**src/rtl/counter8_pkg.sv**
```systemverilog
// counter8_pkg: shared width constant and count type for counter8 and its
// sub-module.
//   CNT_WIDTH : default counter width
//   cnt_t     : count value at the default width
package counter8_pkg;

  localparam int CNT_WIDTH = 8;

  typedef logic [CNT_WIDTH-1:0] cnt_t;

endpackage : counter8_pkg

```
**src/rtl/up_counter.sv**
```systemverilog
// up_counter: loadable up-counter with synchronous active-low reset.
// Priority on each rising clk edge: reset > ld > inc.
//   clk    : clock
//   reset  : synchronous reset, active low
//   ld     : load strobe, q <= ld_val
//   ld_val : load value
//   inc    : increment enable, wraps modulo 2^WIDTH
//   q      : registered count
module up_counter
  import counter8_pkg::*;
#(
  parameter int WIDTH = CNT_WIDTH
) (
  input  logic             clk,
  input  logic             reset,
  input  logic             ld,
  input  logic [WIDTH-1:0] ld_val,
  input  logic             inc,
  output logic [WIDTH-1:0] q
);

  logic [WIDTH-1:0] r_q;

  always_ff @(posedge clk) begin
    if (!reset)   r_q <= '0;
    else if (ld)  r_q <= ld_val;
    else if (inc) r_q <= r_q + WIDTH'(1);
  end

  assign q = r_q;

endmodule : up_counter

```
**src/rtl/counter8.sv**
```systemverilog
// counter8: free-running loadable up-counter plus a tally of accepted loads.
// Wiring only; all state lives in the two up_counter instances.
//   clk      : clock
//   reset    : synchronous reset, active low (overrides wr)
//   wdata    : load value, sampled when wr=1
//   wr       : load strobe, one load per high cycle
//   data_cnt : current count, registered
//   qa       : accepted loads since reset, registered, wraps
module counter8
  import counter8_pkg::*;
#(
  parameter int WIDTH = CNT_WIDTH
) (
  input  logic             clk,
  input  logic             reset,
  input  logic [WIDTH-1:0] wdata,
  input  logic             wr,
  output logic [WIDTH-1:0] data_cnt,
  output logic [WIDTH-1:0] qa
);

  logic             w_one;
  logic             w_zero;
  logic [WIDTH-1:0] w_zero_val;

  assign w_one      = 1'b1;
  assign w_zero     = 1'b0;
  assign w_zero_val = '0;

  // Data counter: loads on wr, otherwise always advances.
  up_counter #(.WIDTH(WIDTH)) u_data_cnt (
    .clk    (clk),
    .reset  (reset),
    .ld     (wr),
    .ld_val (wdata),
    .inc    (w_one),
    .q      (data_cnt)
  );

  // Write tally: never loaded, counts each cycle wr is high.
  up_counter #(.WIDTH(WIDTH)) u_wr_tally (
    .clk    (clk),
    .reset  (reset),
    .ld     (w_zero),
    .ld_val (w_zero_val),
    .inc    (wr),
    .q      (qa)
  );

endmodule : counter8

```
**config.mk**
```make
export PLATFORM = sky130hd
export DESIGN_NAME = counter8
export DESIGN_NICKNAME = d
export VERILOG_FILES = /design/src/rtl/counter8_pkg.sv /design/src/rtl/up_counter.sv /design/src/rtl/counter8.sv
export SDC_FILE = /design/constraint.sdc
export NUM_CORES = 1
export LEC_CHECK = 0
export ABC_AREA = 1
export ABC_CLOCK_PERIOD_IN_PS = 1680
export CAP_MARGIN = 10
export CORE_MARGIN = 8
export CORE_UTILIZATION = 60
export CTS_BUF_LIST = sky130_fd_sc_hd__clkbuf_4 sky130_fd_sc_hd__clkbuf_8
export CTS_CLUSTER_SIZE = 8
export DETAILED_ROUTE_END_ITERATION = 8
export DONT_BUFFER_PORTS = 1
export GPL_TIMING_DRIVEN = 0
export HOLD_SLACK_MARGIN = 0.08
export PLACE_DENSITY = 0.87
export SLEW_MARGIN = 0
export SYNTH_ARGS = -nofsm -noshare
export SYNTH_HDL_FRONTEND = slang
export SYNTH_SLANG_ARGS = --single-unit
```
**constraint.sdc**
```tcl
create_clock -name clk -period 1.68 [get_ports clk]
set_clock_uncertainty 0.1 [all_clocks]
set_input_delay 0.168 -clock clk [delete_from_list [all_inputs] [get_ports clk]]
set_output_delay 0.168 -clock clk [all_outputs]
set_load 0.03 [all_outputs]
```
==> run_results.csv, run 1 <==
group,metric,value,unit
run_status,status,"completed",
yosys,yosys.area_share.adder,2.92,%
layout,drive_above_1_share,12.9,%
route,post_drt_wl_per_cell,14.8,um
placement,post-place-ws,0.107,ns
clock_tree,clkTransAtPathRegs,0.10,ns
layout,seqCellArea,324,um^2
placement,place_hpwl,1.39,mm
job,max-cap-violations,0,
grt,grt_max_degree,11,
clock_tree,clk_latency,0.30,ns
sta,slew_headroom,66.9,%
power_and_ir_drop,irDropWorstVdd,0.570,mV
grt,grt_first_pass_wirelength,3.57,mm
sta,hold_viol,0,
critical_path,required,1.79,ns
die,die_y,53.8,um
die,dieArea,2890,um^2
critical_path,path_max_fanout,5,
layout,area_delta_synth_final,22.1,%
yosys,synthMuxAreaShare,0,%
die,ios,27,
yosys,syn_nets,135,
power_and_ir_drop,p_leak,0.000526,uW
sta,setup_ws,0.155,ns
yosys,synth_xor_area_share,3.07,%
yosys,synth_seq_area_share,37.4,%
clock_tree,htreeDepth,1,
sta,tns,0,ns
sta,hold_ws,0.120,ns
grt,grt_usage,16.7,%
clock_tree,cts_root_buf,"clkbuf_4",
yosys,synth_compound_area_share,7.02,%
yosys,syn_avg_cell_area,7.01,um^2
route,ant_nets,0,
critical_path,critical_path_class,"reg2reg",
critical_path,r2r_slack,0.16,ns
grt,grt_pass1_vias,777,
yosys,synth_top_family_by_area,"simple AND/OR/NAND/NOR gates",
sta,period_needed,1.52,ns
die,coreArea,1320,um^2
critical_path,r2r_cells,8,
clock_tree,cts_tree,"yes",
layout,final_cell_mix,"nor2_1, nand2_1, inv_1",
route,routed_wl,2.28,mm
die,num_rows,13,
yosys,synth_warnings,0,
critical_path,r2r-start,"u_data_cnt.q[0]",
yosys,netlist_instances,122,
yosys,syn_area,856,um^2
grt,antenna_found_initial,0,
hold_path,min_path_type,"in2reg",
yosys,yosys.area_share.simple,38.6,%
power_and_ir_drop,power_density,808,nW/um^2
route,first_pass_iters,6,
critical_path,r2r-end,"u_data_cnt.q[6]",
layout,n_antenna_cell,0,
critical_path,worstSetupEndpointType,"register",
route,drt-initial-drc-count,29,
critical_path,cp-start-kind,"register",
sta,worst_pin_slew,0.495,ns
layout,final_util,79.3,%
clock_tree,cts_sinks,16,
sta,max_freq,0.656,GHz
hold_path,hold_start,"wr",
critical_path,arrival,1.64,ns
die,floorplan.initialDensity,65.0,%
sta,setup_violations,0,
route,drcViolationCount,0,
layout,multiInputGateArea,442,um^2
hold_path,min_path_cells,4,
power_and_ir_drop,power,844,uW
placement,port-buffer-count,0,
die,die_x,53.8,um
placement,place.gp.congestion,0.764,
hold_path,whs_endpoint,"u_wr_tally.q[2]",
route,via_count,870,
yosys,ys_seq_elements,16,
clock_tree,cts_buffers,3,
grt,grt_remaining_overflow,0,
sta,drv_slew,0,
layout,layout_commonest_cell,"nor2_1",
layout,nFillCells,95,
layout,finalNetCount,153,
sta,rsz0062_at_grt,"no",
sta,fin_crit_sh,90.8,%
route,viasPerCell,5.65,
yosys,synth.distinct_cells,21,
clock_tree,clock_path_buffers,2,
[power breakdown]
group          leakage (uW)  internal, uW  switching (uW)
combinational      0.000373          53.7            55.8
clock             0.0000210           132             138
sequential         0.000132           400            64.5
[worst max-delay path by stage]
stage	start	endpoint	slack, ns	cells after the start
after floorplan	u_wr_tally.q[0]	u_wr_tally.q[6]	0.25	6
after CTS	u_data_cnt.q[0]	u_data_cnt.q[6]	0.08	8
after global placement	u_data_cnt.q[0]	u_data_cnt.q[6]	0.16	8
final	u_data_cnt.q[0]	u_data_cnt.q[6]	0.16	8
after global routing	u_wr_tally.q[1]	u_wr_tally.q[6]	0.03	6
after detailed placement	u_data_cnt.q[0]	u_data_cnt.q[6]	0.11	8
[final cells by class]
type	instances	share of cell area, %
buffer	3	2.87
clock buffer	4	3.47
inverter	17	6.11
multi-input combinational	86	42.3
sequential	16	31.0
tap	15	1.80
timing repair buffer	13	12.5
[flip-flops by register name (all words and copies together) (netlist names)]
name,flops
u_data_cnt.q,8
u_wr_tally.q,8
[worst max-delay path, stage by stage (launching register included)]
cell	delay, ns
dfxtp_2	0.49
ha_1	0.28
nand2_1	0.07
nor2_1	0.14
nand2_1	0.08
nand2_1	0.06
nand3_1	0.09
nand2_1	0.09
inv_1	0.04
[Yosys cell counts]
master	count	share of area, %
a21oi_1	5	2.9
buf_4	1	0.88
buf_6	2	2.6
dfxtp_1	16	37
ha_1	2	2.9
inv_1	16	7.0
inv_2	1	0.44
nand2_1	23	10
nand2_2	2	1.5
nand2_4	1	1.3
nand3_1	8	4.7
nand3b_1	1	0.88
nand3b_4	1	2.3
nand4_1	2	1.5
nor2_1	26	11
nor2_2	2	1.5
nor2_8	1	2.3
nor3_1	2	1.2
o21ai_0	6	3.5
o21ai_1	1	0.58
xor2_1	3	3.1
[through the flow]
step / std cells / area (um^2)
2_1_floorplan: 122 / 856
3_3_place_gp: 137 / 875
3_5_place_dp: 137 / 875
4_1_cts: 154 / 1040
5_1_grt: 154 / 1040
6_report: 154 / 1040
[layer usage]
metal	global-route usage, %	share of wire (%)	vias up
li1	-	-	416
met1	17.0	38	402
met2	30.5	49	43
met3	4.96	8.7	9
met4	7.56	3.3	0
met5	0	0	-
[what timing repair did]
action,in CTS,in global routing
buffers inserted,0,0
endpoints found under the hold margin,16,0
gates resized for setup,0,3
hold buffers,13,0
endpoints found under the setup margin,0,3
[cells by family after synthesis]
logic type | count (synthesis)
buffers and inverters | 20
adders and majority gates | 2
and+or+nand+nor | 69
DFF | 16
xor gates and xnor gates | 3
AOI/OAI and AO/OA | 12
(Power assumes the default switching activity.)
==> inputs of run 2 (changes only) <==
--- a/config.mk
+++ b/config.mk
@@ -5,18 +5,17 @@
 export SDC_FILE = /design/constraint.sdc
 export NUM_CORES = 1
 export LEC_CHECK = 0
-export ABC_AREA = 1
 export ABC_CLOCK_PERIOD_IN_PS = 1680
 export CAP_MARGIN = 10
-export CORE_MARGIN = 8
-export CORE_UTILIZATION = 60
+export CORE_AREA = 8 8 45 47
 export CTS_BUF_LIST = sky130_fd_sc_hd__clkbuf_4 sky130_fd_sc_hd__clkbuf_8
 export CTS_CLUSTER_SIZE = 8
 export DETAILED_ROUTE_END_ITERATION = 8
+export DIE_AREA = 0 0 53 55
 export DONT_BUFFER_PORTS = 1
 export GPL_TIMING_DRIVEN = 0
 export HOLD_SLACK_MARGIN = 0.08
-export PLACE_DENSITY = 0.87
+export PLACE_DENSITY = 0.8
 export SLEW_MARGIN = 0
 export SYNTH_ARGS = -nofsm -noshare
 export SYNTH_HDL_FRONTEND = slang
==> run 2 against run 1 <==
Setup slack worse by 0.13 ns. Worst hold slack lost 0.031 ns. Largest power group unchanged. Sequential power barely moved. Total power fell by 13%. Routed wire length is 16% lower. Combinational power fell by 31%. Synthesized cell count is 34% lower. Area after synthesis fell by 17%. Critical endpoint is now u_data_cnt.q[5].
==> run_results.csv, run 2 <==
group,metric,value,unit
run_status,status,"completed",
layout,final_cell_mix,"o21ai_0, nor2_1, dlygate4sd3_1, dfxtp_1, dfxtp_2",
critical_path,path_max_fanout,5,
yosys,yosys.area_share.adder,3.50,%
critical_path,r2r-end,"u_data_cnt.q[5]",
critical_path,cp-startpoint,"u_data_cnt.q[2]",
grt,grt_remaining_overflow,0,
clock_tree,post_cts_buffers,0,
placement,place.gp.congestion,0.728,
critical_path,critPathSlowestCell,"dfxtp_1",
grt,grt_pass1_vias,658,
grt,grt_max_degree,11,
yosys,synthFlopType,"dfxtp_1",
hold_path,min_path_type,"in2reg",
die,die_x,53,um
route,ant_nets,0,
sta,setup_violations,0,
yosys,synth.most_common_cell,"dfxtp_1",
critical_path,cpPeakStageDelay,0.58,ns
critical_path,cp-endpoint,"u_data_cnt.q[5]",
route,routed_wl,1.91,mm
yosys,yosys.area_share.simple,20.1,%
yosys,synth.largest_area_cell,"dfxtp_1",
grt,grt_usage,14.2,%
yosys,synthTopCellsByArea,"dfxtp_1, xor2_1, o21ai_0, nor2_1, a21oi_1",
yosys,synth_compound_area_share,14.9,%
grt,antenna_found_initial,1,
critical_path,r2r_slack,0.03,ns
yosys,synth.distinct_cells,21,
critical_path,required,1.78,ns
die,ios,27,
clock_tree,cts_root_buf,"clkbuf_4",
clock_tree,clkTransAtPathRegs,0.09,ns
yosys,synthMuxAreaShare,4.20,%
placement,post-place-ws,0.00277,ns
placement,place_area,734,um^2
sta,slew_headroom,69.0,%
die,floorplan.initialDensity,51.6,%
yosys,synth_xor_area_share,8.58,%
clock_tree,cts_sinks,16,
critical_path,r2r_cells,3,
critical_path,path_cells,"nand3_1 -> or3_1 -> a31oi_1",
route,drt-initial-drc-count,6,
hold_path,hold_start,"wr",
critical_path,arrival,1.75,ns
yosys,yosys.area.top_type_share,44.8,%
route,viasPerCell,5.86,
layout,fin_cells,109,
clock_tree,clock_path_buffers,2,
sta,max_freq,0.606,GHz
yosys,synth_warnings,0,
layout,design_area,858,um^2
sta,worst_pin_slew,0.464,ns
die,die_y,55,um
placement,dp_cells,96,
placement,port-buffer-count,0,
yosys,netlist_instances,80,
power_and_ir_drop,irDropWorstVdd,0.437,mV
yosys,syn_area,714,um^2
layout,area_delta_synth_final,20.1,%
yosys,async_reset_ff_share,0,%
yosys,synth_commonest_cells,"dfxtp_1, o21ai_0, nor2_1, a21oi_1, xor2_1",
grt,grt_first_pass_wirelength,2.98,mm
sta,hold_ws,0.0889,ns
critical_path,critical_path_class,"reg2reg",
die,coreArea,1380,um^2
yosys,ys_seq_elements,16,
route,drcViolationCount,0,
clock_tree,htreeDepth,1,
critical_path,r2r-start,"u_data_cnt.q[2]",
die,num_rows,14,
critical_path,worstSetupEndpointType,"register",
job,max-cap-violations,0,
layout,drive_above_1_share,15.2,%
die,dieArea,2920,um^2
sta,fin_crit_sh,98.3,%
yosys,synth_top_family_by_area,"simple AND/OR/NAND/NOR gates",
power_and_ir_drop,power_density,858,nW/um^2
sta,setup_ws,0.0285,ns
route,post_drt_wl_per_cell,17.5,um
yosys,syn_avg_cell_area,8.93,um^2
critical_path,cp-start-kind,"register",
yosys,synth_seq_area_share,44.8,%
route,first_pass_iters,4,
layout,layout_commonest_cell,"o21ai_0",
yosys,syn_nets,93,
route,via_count,639,
layout,finalNetCount,107,
clock_tree,clk_latency,0.27,ns
clock_tree,cts_buffers,3,
clock_tree,cts_tree,"yes",
placement,place_hpwl,1.29,mm
power_and_ir_drop,p_leak,0.000316,uW
sta,drv_slew,0,
sta,period_needed,1.65,ns
sta,hold_viol,0,
layout,largestRegisters,"u_data_cnt.q x8, u_wr_tally.q x8",
yosys,synth-edff-count,0,
-- run 2: what timing repair did --
item,in CTS,in global routing
gates resized for setup,1,6
hold buffers,9,0
setup endpoints to repair,2,5
hold endpoints to repair,9,0
-- run 2: cell type report --
class / count / area (um^2)
Antenna cell: 1 / 2.50
Tap cell: 16 / 20.0
Inverter: 2 / 7.51
Timing Repair Buffer: 9 / 90.1
Buffer: 3 / 20.0
Fill cell: 120 / 526
Sequential cell: 16 / 329
Clock buffer: 3 / 22.5
Multi-Input combinational cell: 59 / 367
-- run 2: report_power, final --
part | internal [uW] | leakage, uW | switching, uW | total, uW
Sequential | 401 | 0.000134 | 64.1 | 465
Clock | 83.0 | 0.0000138 | 112 | 195
Combinational | 39.5 | 0.000168 | 36.7 | 76.2
-- run 2: how the worst min path moves through the flow --
stage | cells past startpoint | end
after floorplan | 2 | u_wr_tally.q[6]
after global placement | 2 | u_wr_tally.q[6]
after detailed placement | 2 | u_wr_tally.q[6]
after CTS | 3 | u_data_cnt.q[0]
after global routing | 3 | u_wr_tally.q[1]
final | 3 | u_data_cnt.q[0]
-- run 2: layer usage --
metal / vias to the layer above / part of all wire, % / track usage (%) / wire length (um)
met2: 29 / 52 / 24.0 / 994
li1: 311 / - / - / -
met4: 0 / 4.4 / 12.9 / 85
met1: 291 / 36 / 13.0 / 687
met5: - / 0 / 0 / 0
met3: 8 / 7.5 / 5.88 / 144
-- run 2: critical path, delay by kind of cell (launching register included) --
kind	cells	cell delay, ns
and+or+nand+nor	2	0.70
DFF	1	0.58
AOI/OAI and AO/OA	1	0.19
-- run 2: metrics by stage --
| stage | util, % | power (uW) | TNS, ns |
|---|---|---|---|
| detailed placement | 53.1 | 528 | 0 |
| floorplan | - | 511 | 0 |
| global placement | 53.1 | 523 | 0 |
| CTS | 61.3 | 742 | 0 |
| finish | 62.0 | 736 | 0 |
| global route | 62.0 | 772 | -0.0188 |
-- run 2: logic make-up after synthesis --
group	after synthesis
simple gates	27
flops	16
compound gates	20
fa+ha+maj	2
mux	3
buf+inv	5
xor+xnor	7
